`config.mk`:
```
export PLATFORM = sky130hd
export DESIGN_NAME = weight_bram_sequencer
export DESIGN_NICKNAME = d
export VERILOG_FILES = /design/src/rtl/ann_weight_pkg.sv /design/src/rtl/weight_skid_fifo.sv /design/src/rtl/weight_bram_sequencer.sv
export SDC_FILE = /design/constraint.sdc
export NUM_CORES = 1
export LEC_CHECK = 0
export BUFFER_PORTS_ARGS = -buffer_cell sky130_fd_sc_hd__buf_2
export CAP_MARGIN = 20
export CORE_MARGIN = 2
export CORE_UTILIZATION = 40
export DETAILED_ROUTE_END_ITERATION = 8
export PLACE_DENSITY = 0.66
export SYNTH_ARGS = -nofsm -noshare
export SYNTH_HDL_FRONTEND = slang
export SYNTH_SLANG_ARGS = --single-unit
```
`constraint.sdc`:
```
create_clock -name CLK -period 2.55 [get_ports CLK]
set_input_delay 0.255 -clock CLK [delete_from_list [all_inputs] [get_ports CLK]]
set_output_delay 0.255 -clock CLK [all_outputs]
set_load 0.02 [all_outputs]
```
`src/rtl/ann_weight_pkg.sv`:
```
// Shared definitions for the ANN weight path: default geometry, sequencer
// states and the weight word type used by the loader, sequencer and MAC.
package ann_weight_pkg;

  localparam int unsigned DEPTH_DEF  = 28;
  localparam int unsigned DATA_W_DEF = 16;
  localparam int unsigned ADDR_W_DEF = 5;

  typedef enum logic [1:0] {
    IDLE  = 2'd0,
    LOAD  = 2'd1,
    READ  = 2'd2,
    DRAIN = 2'd3
  } seq_state_t;

  typedef logic [DATA_W_DEF-1:0] weight_word_t;

endpackage

```
`src/rtl/weight_skid_fifo.sv`:
```
// Two-entry FIFO holding BRAM read data plus its last flag; slot 0 is the
// registered head presented to the consumer.
module weight_skid_fifo #(
  parameter int unsigned DATA_W = 16
) (
  input  logic              clk,
  input  logic              rst,
  input  logic              push,
  input  logic [DATA_W-1:0] push_data,
  input  logic              push_last,
  input  logic              pop,
  output logic              head_valid,
  output logic [DATA_W-1:0] head_data,
  output logic              head_last,
  output logic [1:0]        count
);

  logic              vld0_q, vld0_d, vld1_q, vld1_d;
  logic              lst0_q, lst0_d, lst1_q, lst1_d;
  logic [DATA_W-1:0] dat0_q, dat0_d, dat1_q, dat1_d;

  always_comb begin
    vld0_d = vld0_q;
    vld1_d = vld1_q;
    lst0_d = lst0_q;
    lst1_d = lst1_q;
    dat0_d = dat0_q;
    dat1_d = dat1_q;
    if (pop) begin
      if (vld1_q) begin
        dat0_d = dat1_q;
        lst0_d = lst1_q;
        vld1_d = push;
        if (push) begin
          dat1_d = push_data;
          lst1_d = push_last;
        end
      end else if (push) begin
        dat0_d = push_data;
        lst0_d = push_last;
      end else begin
        // keep data, but drop last so it never shows without valid
        vld0_d = 1'b0;
        lst0_d = 1'b0;
      end
    end else if (push) begin
      if (!vld0_q) begin
        vld0_d = 1'b1;
        dat0_d = push_data;
        lst0_d = push_last;
      end else begin
        vld1_d = 1'b1;
        dat1_d = push_data;
        lst1_d = push_last;
      end
    end
  end

  always_ff @(posedge clk) begin
    if (rst) begin
      vld0_q <= 1'b0;
      vld1_q <= 1'b0;
      lst0_q <= 1'b0;
      lst1_q <= 1'b0;
      dat0_q <= '0;
      dat1_q <= '0;
    end else begin
      vld0_q <= vld0_d;
      vld1_q <= vld1_d;
      lst0_q <= lst0_d;
      lst1_q <= lst1_d;
      dat0_q <= dat0_d;
      dat1_q <= dat1_d;
    end
  end

  assign head_valid = vld0_q;
  assign head_data  = dat0_q;
  assign head_last  = lst0_q;
  assign count      = {vld1_q, vld0_q ^ vld1_q};

endmodule

```
`src/rtl/weight_bram_sequencer.sv`:
```
// Owns the single-port weight BRAM for one neuron: fills it from the loader
// and streams it in address order to the MAC through a 2-entry buffer.
module weight_bram_sequencer
  import ann_weight_pkg::*;
#(
  parameter int unsigned DEPTH  = DEPTH_DEF,
  parameter int unsigned DATA_W = DATA_W_DEF,
  parameter int unsigned ADDR_W = ADDR_W_DEF
) (
  input  logic              CLK,
  input  logic              RST,
  input  logic              load_start,
  input  logic              load_valid,
  input  logic [DATA_W-1:0] load_data,
  output logic              load_ready,
  output logic              load_done,
  input  logic              start,
  output logic              w_valid,
  output logic [DATA_W-1:0] w_data,
  output logic              w_last,
  input  logic              w_ready,
  output logic              busy,
  output logic              done,
  output logic [ADDR_W-1:0] bram_addr,
  output logic [DATA_W-1:0] bram_di,
  output logic              bram_en,
  output logic              bram_we,
  input  logic [DATA_W-1:0] bram_do
);

  localparam logic [ADDR_W-1:0] LAST_ADDR = ADDR_W'(DEPTH - 1);

  seq_state_t        st_q, st_d;
  logic [ADDR_W-1:0] wr_ptr_q, wr_ptr_d, rd_ptr_q, rd_ptr_d;
  logic [ADDR_W-1:0] bram_addr_q, bram_addr_d;
  logic [DATA_W-1:0] bram_di_q, bram_di_d;
  logic              bram_en_q, bram_en_d, bram_we_q, bram_we_d;
  logic              load_ready_q, load_ready_d, load_done_q, load_done_d;
  logic              busy_q, busy_d, done_q, done_d;
  logic              inflight_q, inflight_d, inflight_last_q, inflight_last_d;

  logic              fifo_pop;
  logic [1:0]        fifo_count;
  logic [2:0]        occupancy;
  logic              rd_issue;

  weight_skid_fifo #(.DATA_W(DATA_W)) u_fifo (
    .clk        (CLK),
    .rst        (RST),
    .push       (inflight_q),
    .push_data  (bram_do),
    .push_last  (inflight_last_q),
    .pop        (fifo_pop),
    .head_valid (w_valid),
    .head_data  (w_data),
    .head_last  (w_last),
    .count      (fifo_count)
  );

  assign fifo_pop  = w_valid & w_ready;
  // words buffered or on their way, after this cycle's pop
  assign occupancy = 3'({1'b0, fifo_count}) + 3'(inflight_q) - 3'(fifo_pop);

  always_comb begin
    st_d            = st_q;
    wr_ptr_d        = wr_ptr_q;
    rd_ptr_d        = rd_ptr_q;
    bram_addr_d     = bram_addr_q;
    bram_di_d       = bram_di_q;
    bram_en_d       = 1'b0;
    bram_we_d       = 1'b0;
    load_done_d     = 1'b0;
    done_d          = 1'b0;
    inflight_d      = 1'b0;
    inflight_last_d = 1'b0;
    rd_issue        = 1'b0;

    case (st_q)
      IDLE: begin
        if (load_start) begin
          st_d = LOAD;
        end else if (start) begin
          rd_issue = 1'b1;
        end
      end
      LOAD: begin
        if (load_valid && load_ready_q) begin
          bram_addr_d = wr_ptr_q;
          bram_di_d   = load_data;
          bram_en_d   = 1'b1;
          bram_we_d   = 1'b1;
          if (wr_ptr_q == LAST_ADDR) begin
            wr_ptr_d    = '0;
            st_d        = IDLE;
            load_done_d = 1'b1;
          end else begin
            wr_ptr_d = wr_ptr_q + ADDR_W'(1);
          end
        end
      end
      READ: begin
        rd_issue = (occupancy < 3'd2);
      end
      DRAIN: begin
        if (fifo_pop && w_last) begin
          st_d   = IDLE;
          done_d = 1'b1;
        end
      end
      default: st_d = IDLE;
    endcase

    // read issue is shared by the IDLE launch and READ streaming
    if (rd_issue) begin
      bram_addr_d     = rd_ptr_q;
      bram_en_d       = 1'b1;
      inflight_d      = 1'b1;
      inflight_last_d = (rd_ptr_q == LAST_ADDR);
      if (rd_ptr_q == LAST_ADDR) begin
        rd_ptr_d = '0;
        st_d     = DRAIN;
      end else begin
        rd_ptr_d = rd_ptr_q + ADDR_W'(1);
        st_d     = READ;
      end
    end

    load_ready_d = (st_d == LOAD);
    busy_d       = (st_d != IDLE);
  end

  always_ff @(posedge CLK) begin
    if (RST) begin
      st_q            <= IDLE;
      wr_ptr_q        <= '0;
      rd_ptr_q        <= '0;
      bram_addr_q     <= '0;
      bram_di_q       <= '0;
      bram_en_q       <= 1'b0;
      bram_we_q       <= 1'b0;
      load_ready_q    <= 1'b0;
      load_done_q     <= 1'b0;
      busy_q          <= 1'b0;
      done_q          <= 1'b0;
      inflight_q      <= 1'b0;
      inflight_last_q <= 1'b0;
    end else begin
      st_q            <= st_d;
      wr_ptr_q        <= wr_ptr_d;
      rd_ptr_q        <= rd_ptr_d;
      bram_addr_q     <= bram_addr_d;
      bram_di_q       <= bram_di_d;
      bram_en_q       <= bram_en_d;
      bram_we_q       <= bram_we_d;
      load_ready_q    <= load_ready_d;
      load_done_q     <= load_done_d;
      busy_q          <= busy_d;
      done_q          <= done_d;
      inflight_q      <= inflight_d;
      inflight_last_q <= inflight_last_d;
    end
  end

  assign bram_addr  = bram_addr_q;
  assign bram_di    = bram_di_q;
  assign bram_en    = bram_en_q;
  assign bram_we    = bram_we_q;
  assign load_ready = load_ready_q;
  assign load_done  = load_done_q;
  assign busy       = busy_q;
  assign done       = done_q;

endmodule
```
==> results.yml <==
run:
  cap_violations: 0
timing:
  rsz0062_at_grt: "no"
  slew_headroom_pct: 57.85
  fmax_mhz: 435.4
  fin_setup_tns_ns: 0
  post-route-period-util_pct: 90.07
  setup_viol: 0
  whs_ns: 0.1342
  min_period_ns: 2.297
  slew_viol_final: 0
  fin_skew_ns: 0.008201
  worstMarginPinSlew_ns: 0.6323
  hold_viol: 0
logic_synthesis:
  synth_top_flop_cell: "dfxtp_1"
  ys_types: 41
  syn_nets: 377
  synth_area_um2: 3087
  yosysSeqAreaShare_pct: 49.94
  synth_edf_count: 0
  avgSynthCellArea_um2: 9.187
  yosys_warnings: 0
  ys_ff_latch: 77
  syn_inst: 336
  async_reset_ff_share_pct: 0
power_and_ir_drop:
  powerDensity_nw_per_um2: 699.2
  peakVddDrop_v: 0.0003718
  p_leak_nw: 1.795
  finalPower_mw: 2.674
floorplan:
  start_util_pct: 40.58
  ios: 83
  rows: 32
  die_y_um: 91.85
  die_x_um: 91.85
  core_area_um2: 7607
  dieArea_um2: 8436
final_layout:
  multi_input_area_um2: 1406
  nets: 455
  layout.cells.most_common_list: "buf_2 (82), dfxtp_1 (77), nand2_1 (46)"
  regArea_um2: 1541
  syn_to_final_growth_pct: 23.88
  fillers: 765
  layout_commonest_cell: "buf_2"
  antennaDiodeCount: 0
  drive_gt1_share_pct: 27.21
drt:
  wl_met1_mm: 3.044
  drc_errors: 0
  vias_per_cell: 4.996
  avgRoutedWirePerCell_um: 12.73
  routed.top_layer: "met4"
  wl_met3_um: 345
  drtIter0Drc: 74
  drt_wl_total_mm: 6.634
  wl_met2_mm: 3.197
  ant_nets: 0
  dr.pass1.iters: 4
  num_vias: 2603
cts:
  cts.clk_slew.worst_paths_ns: 0.09
  holdBufCountCts: 0
  post_cts_buffers: 0
  clockBufferDepth: 2
  tritoncts: "done"
  cts_num_sinks: 77
  clk_latency_ns: 0.35
  cts_buffers: 9
  postCtsResizedCells: 0
  cts_root_buffer: "clkbuf_8"
  htree_levels: 3
critical_path:
  cp_top_family: "simple AND/OR/NAND/NOR gates"
  arrival_ns: 2.57
  ff2ff_setup_slack_ns: 0.25
  cpMaxStageDelayCell: "fa_1"
  crit_path_frequent_cell: "nor2_1"
  max_stage_delay_ns: 0.44
  worst-path-max-fanout: 5
  reg2reg_to: "rd_ptr_q[0]"
  r2r_cells: 9
  critPathKind: "reg -> reg"
  r2r-start: "u_fifo.head_valid"
  critPathBufInv: 1
  worstPathRequired_ns: 2.82
  path_cells: "nor2b_1 > xnor2_1 > nor2_1 > fa_1 > nor2_1 > a31oi_2 > buf_4 > or3_1 > a21oi_1"
  crit_path_end_kind: "flop"
  cp-startpoint: "u_fifo.head_valid"
  start_kind: "flop"
min_path:
  min_from: "load_data[4]"
  hold_depth: 3
  hold_end: "bram_di[4]"
  hold_class: "in -> reg"
placement:
  dp_hpwl_mm: 4.460
  port_buffers: 82
  gp_congestion: 0.7880
global_route:
  grt_first_pass_wirelength_mm: 11.36
  grt_pass1_vias: 2466
  gr-total-overflow: 0
  grt_usage_pct: 16.53
  grt_max_degree: 47
  antenna_found_initial: 0
outcome:
  status: "complete, no violations"
-- logic make-up (layout without fill, tap and decap cells) --
| logic type | count (synthesis) | in the layout | synth area share, % |
|---|---|---|---|
| and+or+nand+nor | 121 | 121 | 17.55 |
| AOI/OAI and AO/OA | 65 | 65 | 13.42 |
| muxes | 35 | 35 | 11.39 |
| xor gates and xnor gates | 5 | 5 | 1.662 |
| buffers and inverters | 30 | 113 | 4.581 |
| DFF | 77 | 77 | 49.94 |
| adders and majority gates | 3 | 3 | 1.459 |
-- layer usage --
| layer | up-vias | global-route usage, % |
|---|---|---|
| li1 | 1321 | - |
| met1 | 1217 | 20.40 |
| met2 | 60 | 28.43 |
| met3 | 5 | 5.505 |
| met4 | 0 | 2.985 |
| met5 | - | 0 |
-- per-stage QoR --
step,setup slack [ns],cells,util [%],cell area (µm²)
5_1_grt,0.07347,521,50.26,3824
4_1_cts,0.2220,521,50.26,3824
3_3_place_gp,0.2828,505,47.22,3592
2_1_floorplan,0.02566,336,-,3087
6_report,0.2531,521,50.26,3824
3_5_place_dp,0.1648,505,47.22,3592
-- cell type report --
class | count | area share (%)
inverters | 5 | 0.4908
clock buffers | 10 | 3.599
well taps | 102 | 3.338
multi-input cells | 229 | 36.78
repair buffers | 92 | 13.02
flip-flops and latches | 77 | 40.31
clock inverters | 6 | 2.454
-- flip-flops by register name, summed over array words and instances (netlist names) --
register           count
bram_di               16
u_fifo.dat1_q         16
u_fifo.head_data      16
bram_addr              5
rd_ptr_q               5
wr_ptr_q               5
st_q                   2
bram_en                1
bram_we                1
busy                   1
done                   1
inflight_last_q        1
inflight_q             1
load_done              1
load_ready             1
u_fifo.head_last       1
u_fifo.head_valid      1
u_fifo.lst1_q          1
u_fifo.vld1_q          1
-- cells in the mapped netlist (3+ instances only) --
cell type / n / area, µm²
dfxtp_1: 77 / 1541
nand2_1: 46 / 172.7
nor2_1: 46 / 172.7
mux2i_1: 34 / 340.3
a21oi_1: 32 / 160.2
a211oi_1: 16 / 120.1
clkbuf_1: 13 / 48.80
buf_2: 8 / 40.04
nand3_1: 8 / 40.04
nor3_1: 7 / 35.03
inv_1: 5 / 18.77
a22oi_1: 4 / 30.03
buf_4: 3 / 22.52
xnor2_1: 3 / 26.28
-- worst register-to-register path: stages (launching register included) --
cell and delay, ns:
dfxtp_1 0.33, nor2b_1 0.24, xnor2_1 0.16, nor2_1 0.07
fa_1 0.44, nor2_1 0.18, a31oi_2 0.16, buf_4 0.19
or3_1 0.34, a21oi_1 0.13
-- worst max-delay path by stage --
stage / end / cells past startpoint
floorplan: rd_ptr_q[2] / 9
global placement: rd_ptr_q[0] / 10
detailed placement: rd_ptr_q[0] / 10
CTS: bram_addr[0] / 9
global route: bram_addr[0] / 9
finish: rd_ptr_q[0] / 9
-- where the power goes --
group | internal (mW) | switching, mW | total (mW)
combinational | 0.127 | 0.197 | 0.324
clock | 0.586 | 0.468 | 1.05
sequential | 1.26 | 0.0378 | 1.29
No activity file was read; power rests on OpenSTA's default activity.
